--- src/rtl/rvfpm_issue_queue_if.sv ---
// rtl/rvfpm_issue_queue_if.sv - CORE-V-XIF issue/commit/dispatch signal bundle for rvfpm_issue_queue
//
// Purpose: groups the issue handshake, commit message and dispatch handshake
// between the core, the issue queue and the FPU execution pipeline.
//
// Signals:
//   issue_valid/issue_ready          issue handshake (core -> queue)
//   issue_instr/issue_id             offered instruction word and ID
//   issue_rs0/issue_rs1              X-register operands
//   issue_accept/issue_writeback     predecode answers (queue -> core)
//   issue_register_read/issue_loadstore
//   commit_valid/commit_id/commit_kill  commit or squash message (core -> queue)
//   dispatch_valid/dispatch_ready    dispatch handshake (queue -> pipeline)
//   dispatch_instr/dispatch_id       head instruction word and ID
//   dispatch_rs0/dispatch_rs1        head operands
//
// Modports: slave = issue queue side, master = core/pipeline side.

interface rvfpm_issue_queue_if #(
   parameter int XLEN       = 32,
   parameter int X_ID_WIDTH = 4
) ();
   logic                  issue_valid;
   logic                  issue_ready;
   logic [31:0]           issue_instr;
   logic [X_ID_WIDTH-1:0] issue_id;
   logic [XLEN-1:0]       issue_rs0;
   logic [XLEN-1:0]       issue_rs1;
   logic                  issue_accept;
   logic                  issue_writeback;
   logic                  issue_register_read;
   logic                  issue_loadstore;

   logic                  commit_valid;
   logic [X_ID_WIDTH-1:0] commit_id;
   logic                  commit_kill;

   logic                  dispatch_valid;
   logic                  dispatch_ready;
   logic [31:0]           dispatch_instr;
   logic [X_ID_WIDTH-1:0] dispatch_id;
   logic [XLEN-1:0]       dispatch_rs0;
   logic [XLEN-1:0]       dispatch_rs1;

   modport slave (
      input  issue_valid, issue_instr, issue_id, issue_rs0, issue_rs1,
      input  commit_valid, commit_id, commit_kill,
      input  dispatch_ready,
      output issue_ready, issue_accept, issue_writeback, issue_register_read, issue_loadstore,
      output dispatch_valid, dispatch_instr, dispatch_id, dispatch_rs0, dispatch_rs1
   );

   modport master (
      output issue_valid, issue_instr, issue_id, issue_rs0, issue_rs1,
      output commit_valid, commit_id, commit_kill,
      output dispatch_ready,
      input  issue_ready, issue_accept, issue_writeback, issue_register_read, issue_loadstore,
      input  dispatch_valid, dispatch_instr, dispatch_id, dispatch_rs0, dispatch_rs1
   );
endinterface

--- src/rtl/rvfpm_issue_queue.sv ---
// rtl/rvfpm_issue_queue.sv - CORE-V-XIF issue/commit front-end with speculative instruction queue
//
// Purpose: predecodes offloaded instructions, answers the issue handshake,
// buffers accepted RV32F instructions with their X-register operands until
// the core commits or kills them, and dispatches committed instructions in
// program order to the FPU execution pipeline.
//
// Parameters:
//   DEPTH       queue entries (power of two, >= 2)
//   XLEN        X-register operand width
//   X_ID_WIDTH  instruction ID width
//
// Ports:
//   ck          clock
//   rst_n       asynchronous active-low reset
//   xif         rvfpm_issue_queue_if.slave (issue, commit and dispatch handshakes)
//   occupancy   live entry count, including killed entries not yet drained
//               (present only when RVFPM_IQ_OCCUPANCY_EN is defined)
//
// Build option: RVFPM_IQ_OCCUPANCY_EN adds the occupancy output.

module rvfpm_issue_queue #(
   parameter int DEPTH      = 4,
   parameter int XLEN       = 32,
   parameter int X_ID_WIDTH = 4
) (
   input  logic ck,
   input  logic rst_n,
   rvfpm_issue_queue_if.slave xif
`ifdef RVFPM_IQ_OCCUPANCY_EN
   ,
   output logic [$clog2(DEPTH+1)-1:0] occupancy
`endif
);

   localparam int PW = $clog2(DEPTH);
   localparam int CW = $clog2(DEPTH+1);

   // ------------------------------------------------------------------
   // Predecode (combinational on the offered instruction word)
   // ------------------------------------------------------------------
   logic [6:0] opcode;
   logic [2:0] funct3;
   logic [6:0] funct7;
   logic       fmt_s;
   logic       is_flw;
   logic       is_fsw;
   logic       is_fma;
   logic       is_opfp;
   logic       accept;

   assign opcode = xif.issue_instr[6:0];
   assign funct3 = xif.issue_instr[14:12];
   assign funct7 = xif.issue_instr[31:25];
   // Only single-precision format is supported for FMA and OP-FP.
   assign fmt_s  = (xif.issue_instr[26:25] == 2'b00);

   assign is_flw  = (opcode == 7'b0000111) && (funct3 == 3'b010);
   assign is_fsw  = (opcode == 7'b0100111) && (funct3 == 3'b010);
   assign is_fma  = fmt_s && ((opcode == 7'b1000011) || (opcode == 7'b1000111) ||
                              (opcode == 7'b1001011) || (opcode == 7'b1001111));
   assign is_opfp = fmt_s && (opcode == 7'b1010011);
   assign accept  = is_flw || is_fsw || is_fma || is_opfp;

   assign xif.issue_accept        = accept;
   // FCMP/FCLASS/FMV.X.W and FCVT.W[U].S produce an X-register result.
   assign xif.issue_writeback     = is_opfp && ((funct7 == 7'b1010000) ||
                                                (funct7 == 7'b1110000) ||
                                                (funct7 == 7'b1100000));
   // Loads/stores use rs0 as the base address; FCVT.S.W[U]/FMV.W.X read rs0 as data.
   assign xif.issue_register_read = is_flw || is_fsw ||
                                    (is_opfp && ((funct7 == 7'b1101000) ||
                                                 (funct7 == 7'b1111000)));
   assign xif.issue_loadstore     = is_flw || is_fsw;

   // ------------------------------------------------------------------
   // Queue state
   // ------------------------------------------------------------------
   logic [DEPTH-1:0]      valid_q;
   logic [DEPTH-1:0]      committed_q;
   logic [DEPTH-1:0]      killed_q;
   logic [31:0]           instr_mem [DEPTH];
   logic [X_ID_WIDTH-1:0] id_mem    [DEPTH];
   logic [XLEN-1:0]       rs0_mem   [DEPTH];
   logic [XLEN-1:0]       rs1_mem   [DEPTH];
   logic [PW-1:0]         head_q;
   logic [PW-1:0]         tail_q;
   logic [CW-1:0]         count_q;
   logic [CW-1:0]         count_next;

   logic                  ready;
   logic                  push;
   logic                  pop;
   logic                  head_live;
   logic                  head_go;
   logic                  head_dead;
   logic [DEPTH-1:0]      commit_hit;
   logic                  commit_new;

   // Registered count: a pop in the same cycle does not open the queue early.
   assign ready = (count_q < CW'(DEPTH));
   assign push  = xif.issue_valid && ready && accept;

   assign head_live = valid_q[head_q];
   assign head_go   = head_live && committed_q[head_q] && !killed_q[head_q];
   assign head_dead = head_live && killed_q[head_q];
   // Killed heads drain one per cycle without presenting on dispatch.
   assign pop       = (head_go && xif.dispatch_ready) || head_dead;

   // Commit matches only entries still waiting for their verdict.
   always_comb begin
      commit_hit = '0;
      for (int i = 0; i < DEPTH; i++) begin
         commit_hit[i] = xif.commit_valid && valid_q[i] && !committed_q[i] && !killed_q[i] &&
                         (id_mem[i] == xif.commit_id);
      end
   end

   // A commit naming the instruction being written this cycle lands on it directly.
   assign commit_new = xif.commit_valid && push && (xif.issue_id == xif.commit_id);

   always_comb begin
      count_next = count_q;
      if (push && !pop) begin
         count_next = count_q + CW'(1);
      end else if (pop && !push) begin
         count_next = count_q - CW'(1);
      end
   end

   always_ff @(posedge ck or negedge rst_n) begin
      if (!rst_n) begin
         valid_q     <= '0;
         committed_q <= '0;
         killed_q    <= '0;
         head_q      <= '0;
         tail_q      <= '0;
         count_q     <= '0;
      end else begin
         for (int i = 0; i < DEPTH; i++) begin
            if (commit_hit[i]) begin
               if (xif.commit_kill) begin
                  killed_q[i] <= 1'b1;
               end else begin
                  committed_q[i] <= 1'b1;
               end
            end
         end
         // Head and tail never coincide on a valid slot when both move,
         // because push needs count < DEPTH and pop needs a valid head.
         if (pop) begin
            valid_q[head_q]     <= 1'b0;
            committed_q[head_q] <= 1'b0;
            killed_q[head_q]    <= 1'b0;
            head_q              <= head_q + PW'(1);
         end
         if (push) begin
            valid_q[tail_q]     <= 1'b1;
            committed_q[tail_q] <= commit_new && !xif.commit_kill;
            killed_q[tail_q]    <= commit_new && xif.commit_kill;
            tail_q              <= tail_q + PW'(1);
         end
         count_q <= count_next;
      end
   end

   // Payload needs no reset: it is only observed behind valid_q.
   always_ff @(posedge ck) begin
      if (push) begin
         instr_mem[tail_q] <= xif.issue_instr;
         id_mem[tail_q]    <= xif.issue_id;
         rs0_mem[tail_q]   <= xif.issue_rs0;
         rs1_mem[tail_q]   <= xif.issue_rs1;
      end
   end

   // ------------------------------------------------------------------
   // Outputs
   // ------------------------------------------------------------------
   assign xif.issue_ready    = ready;
   assign xif.dispatch_valid = head_go;
   // Fields read zero whenever nothing is offered, which also covers reset.
   assign xif.dispatch_instr = head_go ? instr_mem[head_q] : '0;
   assign xif.dispatch_id    = head_go ? id_mem[head_q]    : '0;
   assign xif.dispatch_rs0   = head_go ? rs0_mem[head_q]   : '0;
   assign xif.dispatch_rs1   = head_go ? rs1_mem[head_q]   : '0;

`ifdef RVFPM_IQ_OCCUPANCY_EN
   assign occupancy = count_q;
`endif

endmodule

--- src/flat_wrapper.sv ---
// flat-port wrapper written by rule: the top's interface ports become plain ports
module rvfpm_issue_queue_flat 
#(
   parameter int DEPTH      = 4,
   parameter int XLEN       = 32,
   parameter int X_ID_WIDTH = 4
)
  (ck, rst_n, xif_issue_valid, xif_issue_instr, xif_issue_id, xif_issue_rs0, xif_issue_rs1, xif_commit_valid, xif_commit_id, xif_commit_kill, xif_dispatch_ready, xif_issue_ready, xif_issue_accept, xif_issue_writeback, xif_issue_register_read, xif_issue_loadstore, xif_dispatch_valid, xif_dispatch_instr, xif_dispatch_id, xif_dispatch_rs0, xif_dispatch_rs1);
  rvfpm_issue_queue_if #(.XLEN(XLEN), .X_ID_WIDTH(X_ID_WIDTH)) xif_i ();
  input  logic ck;
  input  logic rst_n;
  input wire logic [$bits(xif_i.issue_valid)-1:0] xif_issue_valid;
  input wire logic [$bits(xif_i.issue_instr)-1:0] xif_issue_instr;
  input wire logic [$bits(xif_i.issue_id)-1:0] xif_issue_id;
  input wire logic [$bits(xif_i.issue_rs0)-1:0] xif_issue_rs0;
  input wire logic [$bits(xif_i.issue_rs1)-1:0] xif_issue_rs1;
  input wire logic [$bits(xif_i.commit_valid)-1:0] xif_commit_valid;
  input wire logic [$bits(xif_i.commit_id)-1:0] xif_commit_id;
  input wire logic [$bits(xif_i.commit_kill)-1:0] xif_commit_kill;
  input wire logic [$bits(xif_i.dispatch_ready)-1:0] xif_dispatch_ready;
  output wire logic [$bits(xif_i.issue_ready)-1:0] xif_issue_ready;
  output wire logic [$bits(xif_i.issue_accept)-1:0] xif_issue_accept;
  output wire logic [$bits(xif_i.issue_writeback)-1:0] xif_issue_writeback;
  output wire logic [$bits(xif_i.issue_register_read)-1:0] xif_issue_register_read;
  output wire logic [$bits(xif_i.issue_loadstore)-1:0] xif_issue_loadstore;
  output wire logic [$bits(xif_i.dispatch_valid)-1:0] xif_dispatch_valid;
  output wire logic [$bits(xif_i.dispatch_instr)-1:0] xif_dispatch_instr;
  output wire logic [$bits(xif_i.dispatch_id)-1:0] xif_dispatch_id;
  output wire logic [$bits(xif_i.dispatch_rs0)-1:0] xif_dispatch_rs0;
  output wire logic [$bits(xif_i.dispatch_rs1)-1:0] xif_dispatch_rs1;
  assign xif_i.issue_valid = xif_issue_valid;
  assign xif_i.issue_instr = xif_issue_instr;
  assign xif_i.issue_id = xif_issue_id;
  assign xif_i.issue_rs0 = xif_issue_rs0;
  assign xif_i.issue_rs1 = xif_issue_rs1;
  assign xif_i.commit_valid = xif_commit_valid;
  assign xif_i.commit_id = xif_commit_id;
  assign xif_i.commit_kill = xif_commit_kill;
  assign xif_i.dispatch_ready = xif_dispatch_ready;
  assign xif_issue_ready = xif_i.issue_ready;
  assign xif_issue_accept = xif_i.issue_accept;
  assign xif_issue_writeback = xif_i.issue_writeback;
  assign xif_issue_register_read = xif_i.issue_register_read;
  assign xif_issue_loadstore = xif_i.issue_loadstore;
  assign xif_dispatch_valid = xif_i.dispatch_valid;
  assign xif_dispatch_instr = xif_i.dispatch_instr;
  assign xif_dispatch_id = xif_i.dispatch_id;
  assign xif_dispatch_rs0 = xif_i.dispatch_rs0;
  assign xif_dispatch_rs1 = xif_i.dispatch_rs1;
  rvfpm_issue_queue #(.DEPTH(DEPTH), .XLEN(XLEN), .X_ID_WIDTH(X_ID_WIDTH)) u_core (.ck(ck), .rst_n(rst_n), .xif(xif_i));
endmodule
--- config.mk ---
export PLATFORM = sky130hd
export DESIGN_NAME = rvfpm_issue_queue_flat
export DESIGN_NICKNAME = d
export VERILOG_FILES = /design/src/rtl/rvfpm_issue_queue_if.sv /design/src/rtl/rvfpm_issue_queue.sv /design/src/flat_wrapper.sv
export SDC_FILE = /design/constraint.sdc
export NUM_CORES = 1
export LEC_CHECK = 0
export BUFFER_PORTS_ARGS = -buffer_cell sky130_fd_sc_hd__buf_4
export CORE_ASPECT_RATIO = 0.75
export CORE_MARGIN = 5
export CORE_UTILIZATION = 45
export CTS_CLUSTER_SIZE = 10
export DETAILED_ROUTE_END_ITERATION = 6
export GPL_TIMING_DRIVEN = 1
export SYNTH_ARGS = -nofsm -noshare
export SYNTH_HDL_FRONTEND = slang
export SYNTH_SLANG_ARGS = --single-unit
--- constraint.sdc ---
create_clock -name ck -period 17.4 [get_ports ck]
set_input_delay 0.87 -clock ck [delete_from_list [all_inputs] [get_ports ck]]
set_output_delay 0.87 -clock ck [all_outputs]
set_load 0.02 [all_outputs]
==> qor.txt <==
Status: finished clean
Buf/Inv on CP: 3
DR iter-0 viols: 487
Multi-input gate area: 3970 um^2
Unique cell type count in the Yosys netlist: 40
Gate power share: 1.9%
Layout cell share with drive strength beyond 1: 37.2%
Chip width: 232 um
Startpoint class of the critical path: flip-flop
Dpl hpwl: 20.8 mm
Register area: 12500 um^2
Final period util: 28.7%
Ys Warns: 0
Share of power burned in registers: 54.5%
M1 wire length: 15.5 mm
First-pass GRT wire length: 52.2 mm
Overall routing resource usage: 16.6%
Final ANT Viol Nets: 0
LEAKAGE: 6.72 nW
Max cap viols: 0
Synthesized area per cell: 20.8 um^2
Layout filler cell count: 2914
Cell taking the most area after synthesis: edfxtp_1
CP delay by family, top: buffers and inverters
Latest clock arrival within the worst-skew pair: 560 ps
CP Capture Type: output pin
R2r setup slk: 13530 ps
Post-Route WL: 34.4 mm
Drt wl/cell: 22.0 um
Area delta synth->final: 21.2%
Number of synthesized flops with an enable pin: 400
Synthesized area: 16700 um^2
# DRC: 0
RSZ-0062 raised after global routing: false
Synth top area share: 72.1%
Ys async rst share: 4.53%
Number of diodes: 0
Clock sink count: 419
Placer Congestion: 0.775
Util after Layout: 54.9%
Row count: 61
Clock network fraction of total power: 43.6%
Post-cts resize count: 0
Hold Buf Count CTS: 0
Metal3 WL: 1.88 mm
Most frequent cells in the layout: 400 x edfxtp_1, 228 x buf_4, 103 x mux4_2
Vias in the first global route: 8567
Arr. time, crit path: 4120 ps
Top Layer Used: met4
Commonest non-fill, non-tap cell in the layout: edfxtp_1
Total grt overflow: 0
Vias per std cell: 5.25
Num CTS Buffers: 48
Psw: 0.000383 W
Root buf cell: clkbuf_16
Min Tclk post-route: 4990 ps
Clock skew after layout: 12.3 ps
Final number of hold-violating endpoints: 0
Total number of vias: 8211
Final nets: 1159
Port buffer count: 215
Yosys reg bits: 419
Die area: 41000 um^2
Maximum clock rate: 200 MHz
Seq/Total Area, Yosys: 75.0%
Worst slew margin: 38.5%
# setup viols final: 0
Synth Flop Type: edfxtp_1
Max Slew Vio Count: 0
PwrDens: 100 nW/um^2
First drt pass iteration count: 5
Max H-tree Level: 2
Peak supply drop: 0.0667 mV
Met2 wire length: 16.5 mm
Slew at the pin with the worst max-slew slack: 923 ps
Die Ht: 177 um
Final TNS setup: 0 ps
I/O pin cnt: 216
Clock-pin slew of the registers on the worst-case setup and hold paths: 60 ps
Largest net degree at the start of global routing: 83
Crit path depth: 6
Top cells by area, synth: edfxtp_1 72%, mux4_2 14%, nor2b_1 3.8%
Post-CTS Setup Bufs: 0
Initial Util: 45.3%
Register-to-Register Path Depth: 10
Critical path's slowest cell: dfrtp_4
Setup Crit Path Kind: flip-flop to output pin
Crit path top cell by count: buf_4
Hold/Removal Path Class: primary input to async pin
Int Pwr: 0.00164 W
CTS max path bufs: 3
TritonCTS clock tree: done
CP Max Fanout: 82
Crit path required time: 16530 ps
Syn Inst Count: 801
Initial antenna violation count: 1
Crit-path cells: buf_4, mux4_2, o211ai_1, buf_4, nor2b_1, buf_4
Slowest Stage Delay on Critical Path: 930 ps
Core ar.: 36800 um^2
Syn Nets: 921
Sw Ratio: 18.9%
==> final timing paths <==
path | startpoint | endpoint
worst max-delay path | u_core.head_q[1] | xif_dispatch_rs0[28]
worst max register to register | u_core.head_q[0] | u_core.count_q[2]
worst min-delay path | rst_n | u_core.killed_q[1]
max in group asynchronous | rst_n | u_core.head_q[0]
worst min register to register | u_core.count_q[0] | u_core.count_q[0]
min in group ck | u_core.count_q[0] | u_core.count_q[0]
==> through the flow <==
| stage | worst slack (ps) | hold WS, ps | total power, W | std cells | instance area (um^2) |
|---|---|---|---|---|---|
| CTS | 12210 | 166 | 0.00205 | 1565 | 20200 |
| global route | 12100 | 187 | 0.00210 | 1565 | 20200 |
| floorplan | 7530 | 485 | 0.00113 | 801 | 16700 |
| global placement | 12930 | 508 | 0.00116 | 1493 | 18800 |
| detailed placement | 12840 | 508 | 0.00116 | 1493 | 18800 |
| finish | 12410 | 191 | 0.00203 | 1565 | 20200 |
==> power groups by stage <==
stage / combinational, W / clock (W) / sequential, W
after floorplan: 0.00000537 / 0 / 0.00113
after detailed placement: 0.0000381 / 0 / 0.00113
after CTS: 0.0000381 / 0.000909 / 0.00110
final: 0.0000377 / 0.000884 / 0.00110
after global placement: 0.0000366 / 0 / 0.00113
after global routing: 0.0000414 / 0.000954 / 0.00110
==> registers in the layout, summed over array words and instances, names as in the netlist <==
name and count:
u_core.instr_mem 128, u_core.rs0_mem 128, u_core.rs1_mem 128, u_core.id_mem 16, u_core.committed_q 4, u_core.killed_q 4, u_core.valid_q 4, u_core.count_q 3
u_core.head_q 2, u_core.tail_q 2
==> cell type report <==
type                    instances  share of cell area [%]
clock buffers                  70                    6.57
clock inverters                 2                   0.124
inverters                      10                   0.186
multi-input cells             332                    19.6
flip-flops and latches        419                    61.9
well taps                     504                    3.12
repair buffers                228                    8.48
==> synthesized netlist by cell type (7+ instances only) <==
cell type / number
buf_2: 14
buf_4: 10
edfxtp_1: 400
dfrtp_1: 19
o31ai_1: 8
xnor2_1: 7
mux4_2: 103
buf_1: 8
nor2b_1: 102
nor2_1: 13
o2111ai_1: 8
xor2_1: 18
nand2_1: 10
ha_1: 9
inv_1: 9
clkbuf_1: 7
==> logic make-up (layout without fill, tap and decap cells) <==
group           Yosys count  after routing  share of synthesized area (%)
xor+xnor                 25             25                           1.31
flops                   419            419                           75.0
compound gates           39             39                           1.85
mux                     106            106                           14.1
simple gates            152            152                           5.45
fa+ha+maj                10             10                          0.796
buf+inv                  50            310                           1.50
==> worst register-to-register path, delay by kind of cell (launching register included) <==
family | cells | cell delay [ps]
buf+inv | 2 | 790
compound gates | 1 | 270
fa+ha+maj | 2 | 560
xor+xnor | 2 | 280
flops | 1 | 930
mux | 1 | 630
simple gates | 2 | 340
==> layer usage <==
metal  vias to the layer above  global-route usage (%)
met5                         -                       0
li1                       3704                       -
met4                         0                    3.94
met2                       196                    26.1
met3                        50                    3.67
met1                      4261                    24.3
No activity file was read; power rests on OpenSTA's default activity.
